File: src/rtl/rv_ctrl_pkg.sv
// Shared encodings for the multicycle controller: opcodes, FSM states,
// instruction classes and the datapath control bundle.
package rv_ctrl_pkg;

    localparam logic [6:0] OpLoad   = 7'b0000011;
    localparam logic [6:0] OpStore  = 7'b0100011;
    localparam logic [6:0] OpBtype  = 7'b1100011;
    localparam logic [6:0] OpJal    = 7'b1101111;
    localparam logic [6:0] OpJalr   = 7'b1100111;
    localparam logic [6:0] OpRtype  = 7'b0110011;
    localparam logic [6:0] OpItype  = 7'b0010011;
    localparam logic [6:0] OpLui    = 7'b0110111;
    localparam logic [6:0] OpAuipc  = 7'b0010111;

    localparam logic [1:0] AluAdd    = 2'b00;
    localparam logic [1:0] AluBranch = 2'b01;
    localparam logic [1:0] AluRtype  = 2'b10;
    localparam logic [1:0] AluItype  = 2'b11;

    localparam logic [1:0] PcPlus4  = 2'b00;
    localparam logic [1:0] PcImm    = 2'b01;
    localparam logic [1:0] PcRegImm = 2'b10;

    typedef enum logic [2:0] {
        StFetch, StDecode, StExec, StMem, StWb, StTrap
    } state_e;

    typedef enum logic [3:0] {
        ClsNop, ClsRtype, ClsItype, ClsLoad, ClsStore, ClsBtype,
        ClsJal, ClsJalr, ClsLui, ClsAuipc, ClsIllegal
    } op_class_e;

    typedef struct packed {
        logic       alu_src;
        logic [1:0] alu_op;
        logic [1:0] pc_src;
        logic       uncond_jump;
        logic       auipc;
        logic       utype;
    } ctrl_t;

    localparam ctrl_t CtrlDefault = '{
        alu_src: 1'b1, alu_op: AluAdd, pc_src: PcPlus4,
        uncond_jump: 1'b0, auipc: 1'b0, utype: 1'b0
    };

endpackage

File: src/rtl/multicycle_control_if.sv
// Controller <-> datapath/memory signal bundle. The controller uses the master
// modport; the datapath side uses slave.
interface multicycle_control_if;
    logic [6:0] opcode;
    logic       branch_taken;
    logic       imem_ack;
    logic       dmem_ack;
    logic       imem_req;
    logic       dmem_req;
    logic       ir_we;
    logic       pc_we;
    logic       reg_we;
    logic       alu_src;
    logic [1:0] alu_op;
    logic [1:0] pc_src;
    logic       mem_wr;
    logic       mem_to_reg;
    logic       uncond_jump;
    logic       auipc;
    logic       utype;
    logic       retire;
    logic       fault;

    modport master (
        input  opcode, branch_taken, imem_ack, dmem_ack,
        output imem_req, dmem_req, ir_we, pc_we, reg_we, alu_src, alu_op, pc_src,
               mem_wr, mem_to_reg, uncond_jump, auipc, utype, retire, fault
    );

    modport slave (
        output opcode, branch_taken, imem_ack, dmem_ack,
        input  imem_req, dmem_req, ir_we, pc_we, reg_we, alu_src, alu_op, pc_src,
               mem_wr, mem_to_reg, uncond_jump, auipc, utype, retire, fault
    );
endinterface

File: src/rtl/ctrl_decode.sv
// Combinational decode: raw opcode -> instruction class, and latched class ->
// datapath controls held from EXEC through WB.
module ctrl_decode
    import rv_ctrl_pkg::*;
(
    input  logic [6:0] opcode,
    input  op_class_e  cls,
    output op_class_e  dec_cls,
    output ctrl_t      ctrl
);

    always_comb begin
        dec_cls = ClsIllegal;
        case (opcode)
            OpLoad:  dec_cls = ClsLoad;
            OpStore: dec_cls = ClsStore;
            OpBtype: dec_cls = ClsBtype;
            OpJal:   dec_cls = ClsJal;
            OpJalr:  dec_cls = ClsJalr;
            OpRtype: dec_cls = ClsRtype;
            OpItype: dec_cls = ClsItype;
            OpLui:   dec_cls = ClsLui;
            OpAuipc: dec_cls = ClsAuipc;
            default: dec_cls = ClsIllegal;
        endcase
    end

    always_comb begin
        ctrl = CtrlDefault;
        case (cls)
            ClsBtype: begin
                ctrl.alu_src = 1'b0;
                ctrl.alu_op  = AluBranch;
            end
            ClsRtype: begin
                ctrl.alu_src = 1'b0;
                ctrl.alu_op  = AluRtype;
            end
            ClsItype: ctrl.alu_op = AluItype;
            ClsJal: begin
                ctrl.pc_src      = PcImm;
                ctrl.uncond_jump = 1'b1;
            end
            ClsJalr: begin
                ctrl.pc_src      = PcRegImm;
                ctrl.uncond_jump = 1'b1;
            end
            ClsLui:   ctrl.utype = 1'b1;
            ClsAuipc: begin
                ctrl.auipc = 1'b1;
                ctrl.utype = 1'b1;
            end
            default: ;
        endcase
    end

endmodule

File: src/rtl/multicycle_control.sv
// Multicycle RV control FSM (FETCH/DECODE/EXEC/MEM/WB/TRAP) with a shared
// memory-ack wait counter that faults the core on timeout.
module multicycle_control
    import rv_ctrl_pkg::*;
#(
    parameter int unsigned MEM_TIMEOUT  = 15,
    parameter int unsigned ILLEGAL_TRAP = 1
) (
    input logic                 clk,
    input logic                 n_rst,
    multicycle_control_if.master bus
);

    localparam int unsigned      CntW    = $clog2(MEM_TIMEOUT + 1);
    localparam logic [CntW-1:0] CntLast = CntW'(MEM_TIMEOUT - 1);

    state_e          state_q, state_d;
    op_class_e       cls_q, cls_d, dec_cls;
    logic [CntW-1:0] cnt_q, cnt_d;
    ctrl_t           ctrl;

    ctrl_decode u_decode (
        .opcode  (bus.opcode),
        .cls     (cls_q),
        .dec_cls (dec_cls),
        .ctrl    (ctrl)
    );

    always_ff @(posedge clk or negedge n_rst) begin
        if (!n_rst) begin
            state_q <= StFetch;
            cls_q   <= ClsNop;
            cnt_q   <= '0;
        end else begin
            state_q <= state_d;
            cls_q   <= cls_d;
            cnt_q   <= cnt_d;
        end
    end

    always_comb begin
        state_d         = state_q;
        cls_d           = cls_q;
        cnt_d           = cnt_q;
        bus.imem_req    = 1'b0;
        bus.dmem_req    = 1'b0;
        bus.ir_we       = 1'b0;
        bus.pc_we       = 1'b0;
        bus.reg_we      = 1'b0;
        bus.mem_wr      = 1'b0;
        bus.mem_to_reg  = 1'b0;
        bus.retire      = 1'b0;
        bus.alu_src     = CtrlDefault.alu_src;
        bus.alu_op      = CtrlDefault.alu_op;
        bus.pc_src      = CtrlDefault.pc_src;
        bus.uncond_jump = CtrlDefault.uncond_jump;
        bus.auipc       = CtrlDefault.auipc;
        bus.utype       = CtrlDefault.utype;

        if (state_q inside {StExec, StMem, StWb}) begin
            bus.alu_src     = ctrl.alu_src;
            bus.alu_op      = ctrl.alu_op;
            bus.pc_src      = ctrl.pc_src;
            bus.uncond_jump = ctrl.uncond_jump;
            bus.auipc       = ctrl.auipc;
            bus.utype       = ctrl.utype;
        end

        case (state_q)
            StFetch: begin
                // Reset is held in FETCH, so the request must be masked while n_rst is low.
                bus.imem_req = n_rst;
                if (bus.imem_ack) begin
                    bus.ir_we = n_rst;
                    state_d   = StDecode;
                end else if (cnt_q == CntLast) begin
                    state_d = StTrap;
                end else begin
                    cnt_d = cnt_q + CntW'(1);
                end
            end
            StDecode: begin
                cls_d = dec_cls;
                if (dec_cls == ClsIllegal) begin
                    if (ILLEGAL_TRAP != 0) begin
                        state_d = StTrap;
                    end else begin
                        bus.pc_we  = 1'b1;
                        bus.retire = 1'b1;
                        state_d    = StFetch;
                    end
                end else begin
                    state_d = StExec;
                end
            end
            StExec: begin
                case (cls_q)
                    ClsBtype: begin
                        bus.pc_src = bus.branch_taken ? PcImm : PcPlus4;
                        bus.pc_we  = 1'b1;
                        bus.retire = 1'b1;
                        state_d    = StFetch;
                    end
                    ClsJal, ClsJalr: begin
                        bus.reg_we = 1'b1;
                        bus.pc_we  = 1'b1;
                        bus.retire = 1'b1;
                        state_d    = StFetch;
                    end
                    ClsLoad, ClsStore: state_d = StMem;
                    default:           state_d = StWb;
                endcase
            end
            StMem: begin
                bus.dmem_req = 1'b1;
                bus.mem_wr   = (cls_q == ClsStore);
                if (bus.dmem_ack) begin
                    if (cls_q == ClsStore) begin
                        bus.pc_we  = 1'b1;
                        bus.retire = 1'b1;
                        state_d    = StFetch;
                    end else begin
                        state_d = StWb;
                    end
                end else if (cnt_q == CntLast) begin
                    state_d = StTrap;
                end else begin
                    cnt_d = cnt_q + CntW'(1);
                end
            end
            StWb: begin
                bus.reg_we     = 1'b1;
                bus.mem_to_reg = (cls_q == ClsLoad);
                bus.pc_we      = 1'b1;
                bus.pc_src     = PcPlus4;
                bus.retire     = 1'b1;
                state_d        = StFetch;
            end
            StTrap:  ;
            default: state_d = StTrap;
        endcase

        if (state_d != state_q && (state_d == StFetch || state_d == StMem)) begin
            cnt_d = '0;
        end
    end

    assign bus.fault = (state_q == StTrap);

endmodule

File: src/flat_wrapper.sv
// flat-port wrapper written by rule: the top's interface ports become plain ports
module multicycle_control_flat import rv_ctrl_pkg::*;
#(
    parameter int unsigned MEM_TIMEOUT  = 15,
    parameter int unsigned ILLEGAL_TRAP = 1
)
  (clk, n_rst, bus_opcode, bus_branch_taken, bus_imem_ack, bus_dmem_ack, bus_imem_req, bus_dmem_req, bus_ir_we, bus_pc_we, bus_reg_we, bus_alu_src, bus_alu_op, bus_pc_src, bus_mem_wr, bus_mem_to_reg, bus_uncond_jump, bus_auipc, bus_utype, bus_retire, bus_fault);
  multicycle_control_if bus_i ();
  input logic clk;
  input logic n_rst;
  input wire logic [$bits(bus_i.opcode)-1:0] bus_opcode;
  input wire logic [$bits(bus_i.branch_taken)-1:0] bus_branch_taken;
  input wire logic [$bits(bus_i.imem_ack)-1:0] bus_imem_ack;
  input wire logic [$bits(bus_i.dmem_ack)-1:0] bus_dmem_ack;
  output wire logic [$bits(bus_i.imem_req)-1:0] bus_imem_req;
  output wire logic [$bits(bus_i.dmem_req)-1:0] bus_dmem_req;
  output wire logic [$bits(bus_i.ir_we)-1:0] bus_ir_we;
  output wire logic [$bits(bus_i.pc_we)-1:0] bus_pc_we;
  output wire logic [$bits(bus_i.reg_we)-1:0] bus_reg_we;
  output wire logic [$bits(bus_i.alu_src)-1:0] bus_alu_src;
  output wire logic [$bits(bus_i.alu_op)-1:0] bus_alu_op;
  output wire logic [$bits(bus_i.pc_src)-1:0] bus_pc_src;
  output wire logic [$bits(bus_i.mem_wr)-1:0] bus_mem_wr;
  output wire logic [$bits(bus_i.mem_to_reg)-1:0] bus_mem_to_reg;
  output wire logic [$bits(bus_i.uncond_jump)-1:0] bus_uncond_jump;
  output wire logic [$bits(bus_i.auipc)-1:0] bus_auipc;
  output wire logic [$bits(bus_i.utype)-1:0] bus_utype;
  output wire logic [$bits(bus_i.retire)-1:0] bus_retire;
  output wire logic [$bits(bus_i.fault)-1:0] bus_fault;
  assign bus_i.opcode = bus_opcode;
  assign bus_i.branch_taken = bus_branch_taken;
  assign bus_i.imem_ack = bus_imem_ack;
  assign bus_i.dmem_ack = bus_dmem_ack;
  assign bus_imem_req = bus_i.imem_req;
  assign bus_dmem_req = bus_i.dmem_req;
  assign bus_ir_we = bus_i.ir_we;
  assign bus_pc_we = bus_i.pc_we;
  assign bus_reg_we = bus_i.reg_we;
  assign bus_alu_src = bus_i.alu_src;
  assign bus_alu_op = bus_i.alu_op;
  assign bus_pc_src = bus_i.pc_src;
  assign bus_mem_wr = bus_i.mem_wr;
  assign bus_mem_to_reg = bus_i.mem_to_reg;
  assign bus_uncond_jump = bus_i.uncond_jump;
  assign bus_auipc = bus_i.auipc;
  assign bus_utype = bus_i.utype;
  assign bus_retire = bus_i.retire;
  assign bus_fault = bus_i.fault;
  multicycle_control #(.MEM_TIMEOUT(MEM_TIMEOUT), .ILLEGAL_TRAP(ILLEGAL_TRAP)) u_core (.clk(clk), .n_rst(n_rst), .bus(bus_i));
endmodule
File: config.mk
export PLATFORM = sky130hd
export DESIGN_NAME = multicycle_control_flat
export DESIGN_NICKNAME = d
export VERILOG_FILES = /design/src/rtl/rv_ctrl_pkg.sv /design/src/rtl/multicycle_control_if.sv /design/src/rtl/ctrl_decode.sv /design/src/rtl/multicycle_control.sv /design/src/flat_wrapper.sv
export SDC_FILE = /design/constraint.sdc
export NUM_CORES = 1
export LEC_CHECK = 0
export CAP_MARGIN = 30
export CORE_ASPECT_RATIO = 0.75
export CORE_MARGIN = 8
export CORE_UTILIZATION = 48
export DETAILED_ROUTE_END_ITERATION = 8
export PLACE_DENSITY_LB_ADDON = 0.12
export SYNTH_ARGS = -nofsm -noshare
export SYNTH_HDL_FRONTEND = slang
export SYNTH_HIERARCHICAL = 1
export SYNTH_SLANG_ARGS = --single-unit
export TNS_END_PERCENT = 20
File: constraint.sdc
create_clock -name clk -period 2.3 [get_ports clk]
set_input_delay 0.575 -clock clk [delete_from_list [all_inputs] [get_ports clk]]
set_output_delay 0.575 -clock clk [all_outputs]
set_load 0.02 [all_outputs]
# Word level (Yosys, flattened, before mapping)
# Index checks and enable logic that the tools add are counted.
dict set report word_totals {
  out_inout_bits 17
  latch_bits 0
  inputBits 12
  ramBits 0
  wordCells 84
  regBits 11
  mem_bits_ro 0
  n_memories 0
}
dict set report op_classes {
  n_reduce_logical 12
  n_shift 0
  div_mod_pow 0
  mux 39
  order_cmp 0
  n_addsub 1
  n_eq_ne 29
  bitwise_logic 0
  mul 0
}
# op n
set op_table {}
lappend op_table {{case mux 4 bit (9 select lines)} 1}
lappend op_table {{== test 7 x 6 -> 1 bit (second input constant)} 3}
lappend op_table {{== test 7 bit (second input constant)} 3}
lappend op_table {{two-way mux 1 bit} 18}
lappend op_table {{case mux 3 bit (6 select lines)} 1}
lappend op_table {{== test 4 x 3 -> 1 bit (second input constant)} 4}
lappend op_table {{== test 4 bit (second input constant)} 4}
lappend op_table {{two-way mux 4 bit} 4}
lappend op_table {{two-way mux 3 bit} 5}
lappend op_table {{== test 7 x 5 -> 1 bit (second input constant)} 2}
lappend op_table {{case mux 3 bit (2 select lines)} 2}
lappend op_table {{== test 3 x 2 -> 1 bit (second input constant)} 3}
lappend op_table {{== test 4 x 2 -> 1 bit (second input constant)} 2}
lappend op_table {{case mux 4 bit (2 select lines)} 1}
lappend op_table {{OR reduction 2 bit} 4}
lappend op_table {{== test 7 x 2 -> 1 bit (second input constant)} 1}
lappend op_table {{== test 3 bit (second input constant)} 2}
lappend op_table {{zero test 3 bit} 2}
lappend op_table {{two-way mux 2 bit} 3}
lappend op_table {{case mux 2 bit (3 select lines)} 1}
lappend op_table {{nonzero test 3 bit} 2}
lappend op_table {{adder 4 x 1 -> 4 bit (second input constant)} 1}
lappend op_table {{== test 4 x 1 -> 1 bit (second input constant)} 1}
lappend op_table {{case mux 2 bit (2 select lines)} 1}
lappend op_table {{10 further kinds} 10}

# Depth between registers and ports, before layout
# Gate-level depths: netlist of the first run.
dict set report depth {
  ltp_word 10
  mapped_depth 7
  depth_no_buf 7
}

# Modules after synthesis
# The synthesis of the first run kept the hierarchy.
# mod n_inst seq_area_each_um2 cells_each area_each_um2
set modules_own_cells {}
lappend modules_own_cells {multicycle_control 1 275.3 98 890.9}
lappend modules_own_cells {ctrl_decode 1 0.0 27 167.7}

# Worst setup path after synthesis of the first run
# OpenSTA, ideal clock, no wires.
dict set report synth_path {
  path_kind {reg2out}
  start {register u_core.cls_q[2]}
  end {output bus_retire}
  required_time_ps 1725
  path_slack_ps 224
  path_stages_with_launch 6
  t_arrival_ps 1501
  n_path_buf 1
  cell_sequence {dfrtp_1 -> nor2b_1 -> nand2_1 -> nor2_1 -> a21o_1 -> buf_4}
}
dict set report synth_via {
  elab_chain_len 4
  word_cells_on_any_way 9
  classes_between {eq/ne: 4; mux: 4; reduce/logical: 1}
}
# item line_no
set synth_lines {}
lappend synth_lines {{from (decl)} multicycle_control.sv:18} ;# op_class_e cls_q, cls_d, dec_cls;
lappend synth_lines {{from (signal assigned)} multicycle_control.sv:32} ;# cls_q <= ClsNop;
lappend synth_lines {{from (signal assigned)} multicycle_control.sv:36} ;# cls_q <= cls_d;
lappend synth_lines {{== test 4 x 3 -> 1 bit, on equally long branches} n/a}
lappend synth_lines {{OR reduction 3 bit (no source line) / two-way mux 1 bit (equally long branches)} n/a}
lappend synth_lines {{two-way mux 1 bit, on equally long branches} n/a}
lappend synth_lines {{case mux 1 bit (3 select lines) (*)} n/a}
lappend synth_lines {{to (decl)} flat_wrapper.sv:28} ;# output wire logic [$bits(bus_i.retire)-1:0] bus_retire;
# Mark *: on every way between the ends. The rest lies on a longest branch, timed or not.

==> summary.txt, run 1 <==
Synthesis
  • Leading post-synthesis cells by instance count: sky130_fd_sc_hd__nor2_1, sky130_fd_sc_hd__dfrtp_1, sky130_fd_sc_hd__nor2b_1
  • Syn_area_per_cell: 8.47 µm²
  • Library cells used by synthesis: 50
  • Leading area contributor after synthesis: sky130_fd_sc_hd__dfrtp_1
  • Net Count, Synth: 139
  • Netlist area before placement: 1060 µm²
  • Top area cells in the synthesized netlist: sky130_fd_sc_hd__dfrtp_1, sky130_fd_sc_hd__nor2_1, sky130_fd_sc_hd__nor2b_1
  • Post-synthesis instance total: 125
  • Number of enable flip-flop cells after synthesis: 0
  • Prevailing post-synth register cell: sky130_fd_sc_hd__dfrtp_1
  • Count of yosys warnings during synthesis: 6
  • Most frequent cell after synthesis: sky130_fd_sc_hd__nor2_1
  • Proportion of synthesized chip area in sequential cells: 0.260
  • Yosys top cell area share: 0.260
  • Share of flip-flops with an asynchronous set or reset after synthesis: 1.00
  • Yosys reg bits: 11

Timing
  • Pin slew with the least headroom to its limit: 0.339 ns
  • Layout Skew: 0.00501 ns
  • Number of hold-slack violations in the final timing report: 0
  • Minimum setup slack in the final design: 0.0590 ns
  • Setup Viol. Count Final: 0
  • Slew Limit Headroom: 0.773
  • Fraction of the cycle the final worst path needs: 0.974
  • Shortest period the worst path allows: 2.24 ns
  • Worst-case hold slack: 0.581 ns
  • Maximum frequency from static timing analysis: 446 MHz
  • Max Transition Viols Final: 0
  • Unrepaired setup endpoints after global routing: true

Global routing
  • Global-route wire length before repair: 5.22 mm
  • Total global-route track usage: 0.158
  • Largest net degree at the start of global routing: 14
  • Antenna violations before repair: 0
  • Overall overflow remaining after global route: 0
  • Vias in the first global route: 1,155

Placement
  • Dpl ws: -0.128 ns
  • Detail Placement HPWL: 2.28 mm
  • Port buffer count: 28
  • Routability cong.: 0.843
  • Number of placed cells counting well taps: 184

Detailed routing
  • Average detailed-routed wire length per instance: 16.1 µm
  • DRC marker count from the first detailed-route iteration: 75
  • Top Layer Used: met4
  • Met2 wirelength from detailed routing: 1.48 mm
  • Vias: 1,119
  • Final Routed Wirelength: 3.04 mm
  • Antenna viol nets, final: 0
  • Total met3 wirelength after detailed routing: 234 µm
  • Detailed-route vias per instance: 5.92
  • Remaining routing DRC violations: 0
  • Total routed wire length on the met1 layer: 1.27 mm
  • First-pass iteration count of the detailed router: 4

Clocking
  • Clock buffers created by TritonCTS: 3
  • Maximum clock path buffer count: 2
  • TritonCTS clock tree: done
  • CTS Root Cell: sky130_fd_sc_hd__clkbuf_4
  • Clock insertion delay at the later pin of the skew report: 0.29 ns
  • Maximum level of the CTS H-tree: 1
  • Clock slew at the register clock pins of the worst setup and hold paths: 0.08 ns
  • Clock Sink Count: 11

Floorplanning
  • Initial cell density of the core: 0.516
  • Count of boundary I/O pins: 29
  • Number of standard-cell rows in the floorplan: 14
  • Area of the die: 3980 µm²
  • Die height: 56.7 µm
  • Die span in x: 70.2 µm
  • Core outline area: 2050 µm²

Pwr
  • Leakage Power: 0.679 nW
  • Peak supply drop: 0.711 mV
  • Total chip power: 0.00120 W
  • PwrDens: 837 nW/µm²

Setup path
  • Data required time of the worst path: 1.73 ns
  • Crit Path Class: flip-flop to primary output
  • Reg-to-reg slack, setup: 0.65 ns
  • Highest fanout seen on the critical path: 12
  • CP Launch Type: flip-flop
  • CP Capture Type: primary output
  • R2R Path End: u_core/cnt_q[0]$_DFFE_PN0P_
  • Data arrival, critical path: 1.67 ns
  • Startpoint of the most critical register-to-register path: u_core/cnt_q[0]$_DFFE_PN0P_
  • R2R depth: 6

Worst hold path
  • Endpoint with the worst hold slack: u_core/cnt_q[1]$_DFFE_PN0P_
  • WHS Path Cells: 2
  • Min-delay src: u_core/cnt_q[1]$_DFFE_PN0P_
  • Classification of the worst-slack hold path: flip-flop to flip-flop

Finish
  • Area grow syn2layout: 35.7%
  • Share of layout cells above drive strength 1: 0.242
  • Non-filler instance count after layout: 189
  • Layout Utilization: 0.701
  • Number of antenna diodes: 0
  • Final net count: 180

Run
  • Number of violations of the max-capacitance limit: 0

Run status
  • Run status: completed
==> flip-flops by register name, summed over array words and instances, names as in the netlist <==
register,flops
u_core/cnt_q,4
u_core/state_q,3
u_core/cls_q,4
==> kinds of logic after synthesis <==
family / share of synthesized area
AO/OA/AOI/OAI: 0.190
XOR/XNOR: 0.0497
adder cells (fa/ha/maj): 0.0236
buffers and inverters: 0.0437
flip-flops: 0.260
multiplexers: 0.0520
AND/OR/NAND/NOR: 0.381
==> worst max-delay path by stage <==
stage | startpoint | endpoint | slack, ns | cells after the start
after detailed placement | n_rst | bus_ir_we | -0.13 | 3
after CTS | u_core/state_q[1]$_DFF_PN0_ | bus_alu_src | 0.00003 | 5
after global routing | u_core/cls_q[1]$_DFFE_PN0P_ | bus_pc_src[0] | -0.002 | 5
after global placement | n_rst | bus_ir_we | -0.12 | 3
after floorplan | u_core/cls_q[2]$_DFFE_PN0P_ | bus_retire | 0.22 | 5
final | u_core/cls_q[1]$_DFFE_PN0P_ | bus_pc_src[0] | 0.06 | 5
==> stage by stage <==
step                setup TNS (ns)  cell area [µm²]
floorplan                        0             1060
global placement            -0.549             1420
detailed placement          -0.793             1420
CTS                              0             1450
global route              -0.00177             1440
finish                           0             1440
==> layout by cell type, fill, tap and decap left out, types with 2 or more instances in the layout <==
cell | synthesis | routed
sky130_fd_sc_hd__nand2_1 | 6 | 6
sky130_fd_sc_hd__nor2_1 | 15 | 13
sky130_fd_sc_hd__nor3_1 | 4 | 4
sky130_fd_sc_hd__clkbuf_4 | 0 | 3
sky130_fd_sc_hd__clkbuf_2 | 0 | 3
sky130_fd_sc_hd__a21oi_1 | 6 | 6
sky130_fd_sc_hd__mux2_2 | 4 | 4
sky130_fd_sc_hd__nor4_1 | 2 | 2
sky130_fd_sc_hd__buf_2 | 1 | 2
sky130_fd_sc_hd__nor2b_1 | 9 | 8
sky130_fd_sc_hd__dfrtp_1 | 11 | 8
sky130_fd_sc_hd__and3b_1 | 4 | 4
sky130_fd_sc_hd__buf_4 | 2 | 13
sky130_fd_sc_hd__nor2_2 | 0 | 2
sky130_fd_sc_hd__dfrtp_2 | 0 | 3
sky130_fd_sc_hd__and2_1 | 3 | 3
sky130_fd_sc_hd__o21ai_0 | 2 | 2
sky130_fd_sc_hd__nand2b_1 | 6 | 6
sky130_fd_sc_hd__a221o_1 | 2 | 2
sky130_fd_sc_hd__inv_1 | 3 | 3
sky130_fd_sc_hd__xnor2_1 | 3 | 3
sky130_fd_sc_hd__clkdlybuf4s50_1 | 0 | 11
sky130_fd_sc_hd__ha_1 | 2 | 2
sky130_fd_sc_hd__o211ai_1 | 2 | 2
sky130_fd_sc_hd__xor2_1 | 3 | 3
sky130_fd_sc_hd__dlygate4sd2_1 | 0 | 11
sky130_fd_sc_hd__a31oi_1 | 3 | 3
sky130_fd_sc_hd__and3_1 | 4 | 4
==> report_power, final <==
| part | switching [W] | internal [W] |
|---|---|---|
| combinational | 0.000376 | 0.000335 |
| clock | 0.0000825 | 0.0000649 |
| sequential | 0.0000949 | 0.000249 |
==> what timing repair did <==
item	CTS	global route
buffers inserted	1	0
gates cloned	0	0
resized for setup	25	12
hold buffers	0	0
setup endpoints to repair	17	8
pin swaps	0	1
==> final cells by class <==
cell class                      instances  area [µm²]
Clock buffer                            3        22.5
Multi-Input combinational cell        106         749
Inverter                                3        11.3
Fill cell                             178         613
Sequential cell                        11         279
Timing Repair Buffer                   41         339
Clock inverter                          1        5.00
Tap cell                               24        30.0
==> critical path, cell delays in order, from the launching register on <==
cell and delay (ns):
sky130_fd_sc_hd__dfrtp_2 0.50, sky130_fd_sc_hd__and3b_1 0.24, sky130_fd_sc_hd__nor2b_1 0.13, sky130_fd_sc_hd__mux2i_1 0.14, sky130_fd_sc_hd__nor2_1 0.05, sky130_fd_sc_hd__dlygate4sd2_1 0.32
==> layer usage <==
| metal | global-route usage | vias up |
|---|---|---|
| met5 | 0 | - |
| met4 | 0.0714 | 0 |
| met3 | 0.0596 | 8 |
| met2 | 0.258 | 37 |
| met1 | 0.178 | 536 |
| li1 | - | 538 |
(Power assumes the default switching activity.)
==> run 2: changes to the inputs <==
--- a/config.mk
+++ b/config.mk
@@ -10,7 +10,7 @@
 export CORE_MARGIN = 8
 export CORE_UTILIZATION = 48
 export DETAILED_ROUTE_END_ITERATION = 8
-export PLACE_DENSITY_LB_ADDON = 0.12
+export PLACE_DENSITY = 0.8
 export SYNTH_ARGS = -nofsm -noshare
 export SYNTH_HDL_FRONTEND = slang
 export SYNTH_HIERARCHICAL = 1
==> run 2 against run 1 <==
Net effect:
- total power is 1.1% lower
- die area stayed put
- largest cell class unchanged
- critical path type unchanged
- global-route usage is 1.1 points lower
==> summary.txt, run 2 (synthesis gave the netlist of run 1 again) <==
Finish
  • Post-route design area: 1440 µm² (+0.44%)
  • Share of layout cells above drive strength 1: 0.235 (-0.00748)
  • Filler cell count in the final layout: 172 (-3.4%)
  • Largest registers: u_core/cls_q: 4 flops, u_core/cnt_q: 4 flops, u_core/state_q: 3 flops
  • Final net count: 181 (+0.56%)
  • Area taken by multi-input logic gates: 744 µm² (-0.67%)
  • Sequential standard cell area: 280 µm² (+0.45%)
  • Area grow syn2layout: 36.3%
  • Number of antenna diodes: 0 (unchanged)
  • Most frequent cells in the layout: sky130_fd_sc_hd__nor2_1, sky130_fd_sc_hd__buf_4, sky130_fd_sc_hd__dlygate4sd2_1, sky130_fd_sc_hd__clkdlybuf4s50_1, sky130_fd_sc_hd__nor2b_1

Timing
  • Unrepaired setup endpoints after global routing: true
  • Maximum frequency from static timing analysis: 449 MHz (+0.53%)
  • Worst-case hold slack: 0.592 ns (+0.0104 ns)
  • Pin slew with the least headroom to its limit: 0.366 ns (+0.0275 ns)
  • Slew Limit Headroom: 0.754 (-0.0185)
  • Shortest period the worst path allows: 2.23 ns (-0.0118 ns)
  • Setup TNS: 0 ns (unchanged)
  • Layout Skew: 0.00821 ns (+0.00320 ns)
  • Minimum setup slack in the final design: 0.0708 ns (+0.0118 ns)
  • Number of hold-slack violations in the final timing report: 0 (unchanged)
  • Setup Viol. Count Final: 0 (unchanged)
  • Fraction of the cycle the final worst path needs: 0.969 (-0.00513)
  • Max Transition Viols Final: 0 (unchanged)

Setup path
  • Category of cells accounting for the largest share of critical-path delay: flip-flops
  • Data arrival, critical path: 1.65 ns (-0.02 ns)
  • Slowest cell on the critical path: sky130_fd_sc_hd__dfrtp_2
  • Maximum single-stage delay on the critical path: 0.50 ns (about the same)
  • Crit Path Class: flip-flop to primary output
  • CP Capture Type: primary output
  • Data required time of the worst path: 1.73 ns (about the same)
  • Number of buffer and inverter instances along the worst setup path: 1 (unchanged)
  • Ordered list of cells on the worst path: and3b_1 -> nor2b_1 -> mux2i_1 -> nor2_1 -> dlygate4sd2_1
  • CP Launch Type: flip-flop
  • Highest fanout seen on the critical path: 13 (+1)

Detailed routing
  • Remaining routing DRC violations: 0 (unchanged)
  • DRC marker count from the first detailed-route iteration: 61 (-19%)
  • Antenna viol nets, final: 0 (unchanged)
  • Detailed-route vias per instance: 5.76 (-2.7%)
  • Final Routed Wirelength: 2.80 mm (-7.9%)
  • Average detailed-routed wire length per instance: 14.8 µm (-8.4%)
  • Vias: 1,094 (-2.2%)
  • First-pass iteration count of the detailed router: 4 (unchanged)

Global routing
  • Largest net degree at the start of global routing: 14 (unchanged)
  • Layer with the highest usage after global routing: met2
  • Antenna violations before repair: 0 (unchanged)
  • Global routing usage on met1: 0.168 (-0.00984)
  • GR met2 Demand/Resource: 0.255 (-0.00258)
  • Met3 usage in global routing: 0.0526 (-0.00702)
  • Vias in the first global route: 1,099 (-4.8%)
  • Overall overflow remaining after global route: 0 (unchanged)
  • Total global-route track usage: 0.147 (-0.0111)
  • Global-route wire length before repair: 4.99 mm (-4.5%)

Clocking
  • Clock insertion delay at the later pin of the skew report: 0.27 ns (-0.02 ns)
  • Hold buffer count at cts: 0 (unchanged)
  • TritonCTS clock tree: done
  • Clock buffers created by TritonCTS: 3 (unchanged)
  • Clock slew at the register clock pins of the worst setup and hold paths: 0.08 ns (about the same)
  • Maximum level of the CTS H-tree: 1 (unchanged)
  • Clock Sink Count: 11 (unchanged)
  • Maximum clock path buffer count: 2 (unchanged)
  • CTS Root Cell: sky130_fd_sc_hd__clkbuf_4

Pwr
  • PwrDens: 824 nW/µm² (-1.5%)
  • Total chip power: 0.00119 W (-1.1%)
  • Peak supply drop: 0.572 mV (-20%)
  • Leakage Power: 0.687 nW (+1.1%)

Placement
  • Placement Cell Area: 1430 µm² (+0.53%)
  • Port buffer count: 28 (unchanged)
  • Dpl ws: -0.160 ns (-0.0314 ns)
  • Routability cong.: 0.897 (+6.3%)
  • Detail Placement HPWL: 2.22 mm (-2.7%)

Run
  • Number of violations of the max-capacitance limit: 0 (unchanged)

Floorplanning
  • Core outline area: 2050 µm² (unchanged)
  • Die span in x: 70.2 µm (unchanged)
  • Die height: 56.7 µm (unchanged)
  • Initial cell density of the core: 0.516 (unchanged)
  • Area of the die: 3980 µm² (unchanged)
  • Count of boundary I/O pins: 29 (unchanged)
  • Number of standard-cell rows in the floorplan: 14 (unchanged)

Run status
  • Run status: completed

Worst hold path
  • Classification of the worst-slack hold path: flip-flop to flip-flop
## run 2: per-stage QoR
stage / utilization / std cells
after CTS: 0.707 / 189
after global placement: 0.698 / 185
after floorplan: - / 125
after detailed placement: 0.698 / 185
after global routing: 0.704 / 190
final: 0.704 / 190
## run 2: layer usage
metal | vias up | share of wire
met4 | 0 | 0.0057
met5 | - | 0
met1 | 520 | 0.44
li1 | 539 | -
met3 | 2 | 0.066
met2 | 33 | 0.49
## run 2: final timing paths
check	startpoint	end	slack (ns)	depth (start not counted)
setup reg to reg	u_core/state_q[0]$_DFF_PN0_	u_core/cnt_q[1]$_DFFE_PN0P_	0.63	5
min in group asynchronous	n_rst	u_core/state_q[1]$_DFF_PN0_	0.67	2
max in group asynchronous	n_rst	u_core/cls_q[2]$_DFFE_PN0P_	1.48	2
hold / removal	u_core/cnt_q[1]$_DFFE_PN0P_	u_core/cnt_q[1]$_DFFE_PN0P_	0.59	2
hold reg to reg	u_core/cnt_q[1]$_DFFE_PN0P_	u_core/cnt_q[1]$_DFFE_PN0P_	0.59	2
setup / recovery	u_core/cls_q[1]$_DFFE_PN0P_	bus_pc_src[0]	0.07	5
## run 2: layout make-up
class,instances,share of cell area
repair buffers,42,0.242
multi-input cells,106,0.516
well taps,24,0.0208
clock inverters,1,0.00347
inverters,3,0.00781
clock buffers,3,0.0156
flip-flops and latches,11,0.194
## run 2: worst reg2reg max path, cell delays in order, from the launching register on
cell and delay (ns):
sky130_fd_sc_hd__dfrtp_1 0.50, sky130_fd_sc_hd__buf_4 0.23, sky130_fd_sc_hd__nor3_1 0.35, sky130_fd_sc_hd__o21ai_1 0.17, sky130_fd_sc_hd__or2_0 0.24, sky130_fd_sc_hd__a21oi_2 0.12
## run 2: report_power, final
group          switching, W  internal [W]  total (W)
sequential        0.0000984      0.000249   0.000348
clock             0.0000688     0.0000644   0.000133
combinational      0.000369      0.000339   0.000708
## run 2: repair_timing
| item | 4_1_cts | 5_1_grt |
|---|---|---|
| buffers inserted | 0 | 1 |
| resized for setup | 22 | 9 |
| endpoints found under the setup margin | 17 | 8 |
==> run 3: changes to the inputs <==
--- a/config.mk
+++ b/config.mk
@@ -10,6 +10,7 @@
 export CORE_MARGIN = 8
 export CORE_UTILIZATION = 48
 export DETAILED_ROUTE_END_ITERATION = 8
+export GPL_ROUTABILITY_DRIVEN = 1
 export PLACE_DENSITY = 0.8
 export SYNTH_ARGS = -nofsm -noshare
 export SYNTH_HDL_FRONTEND = slang
==> results of run 3 <==
Same layout as run 2: the final DEF is identical, and so are final timing and power.
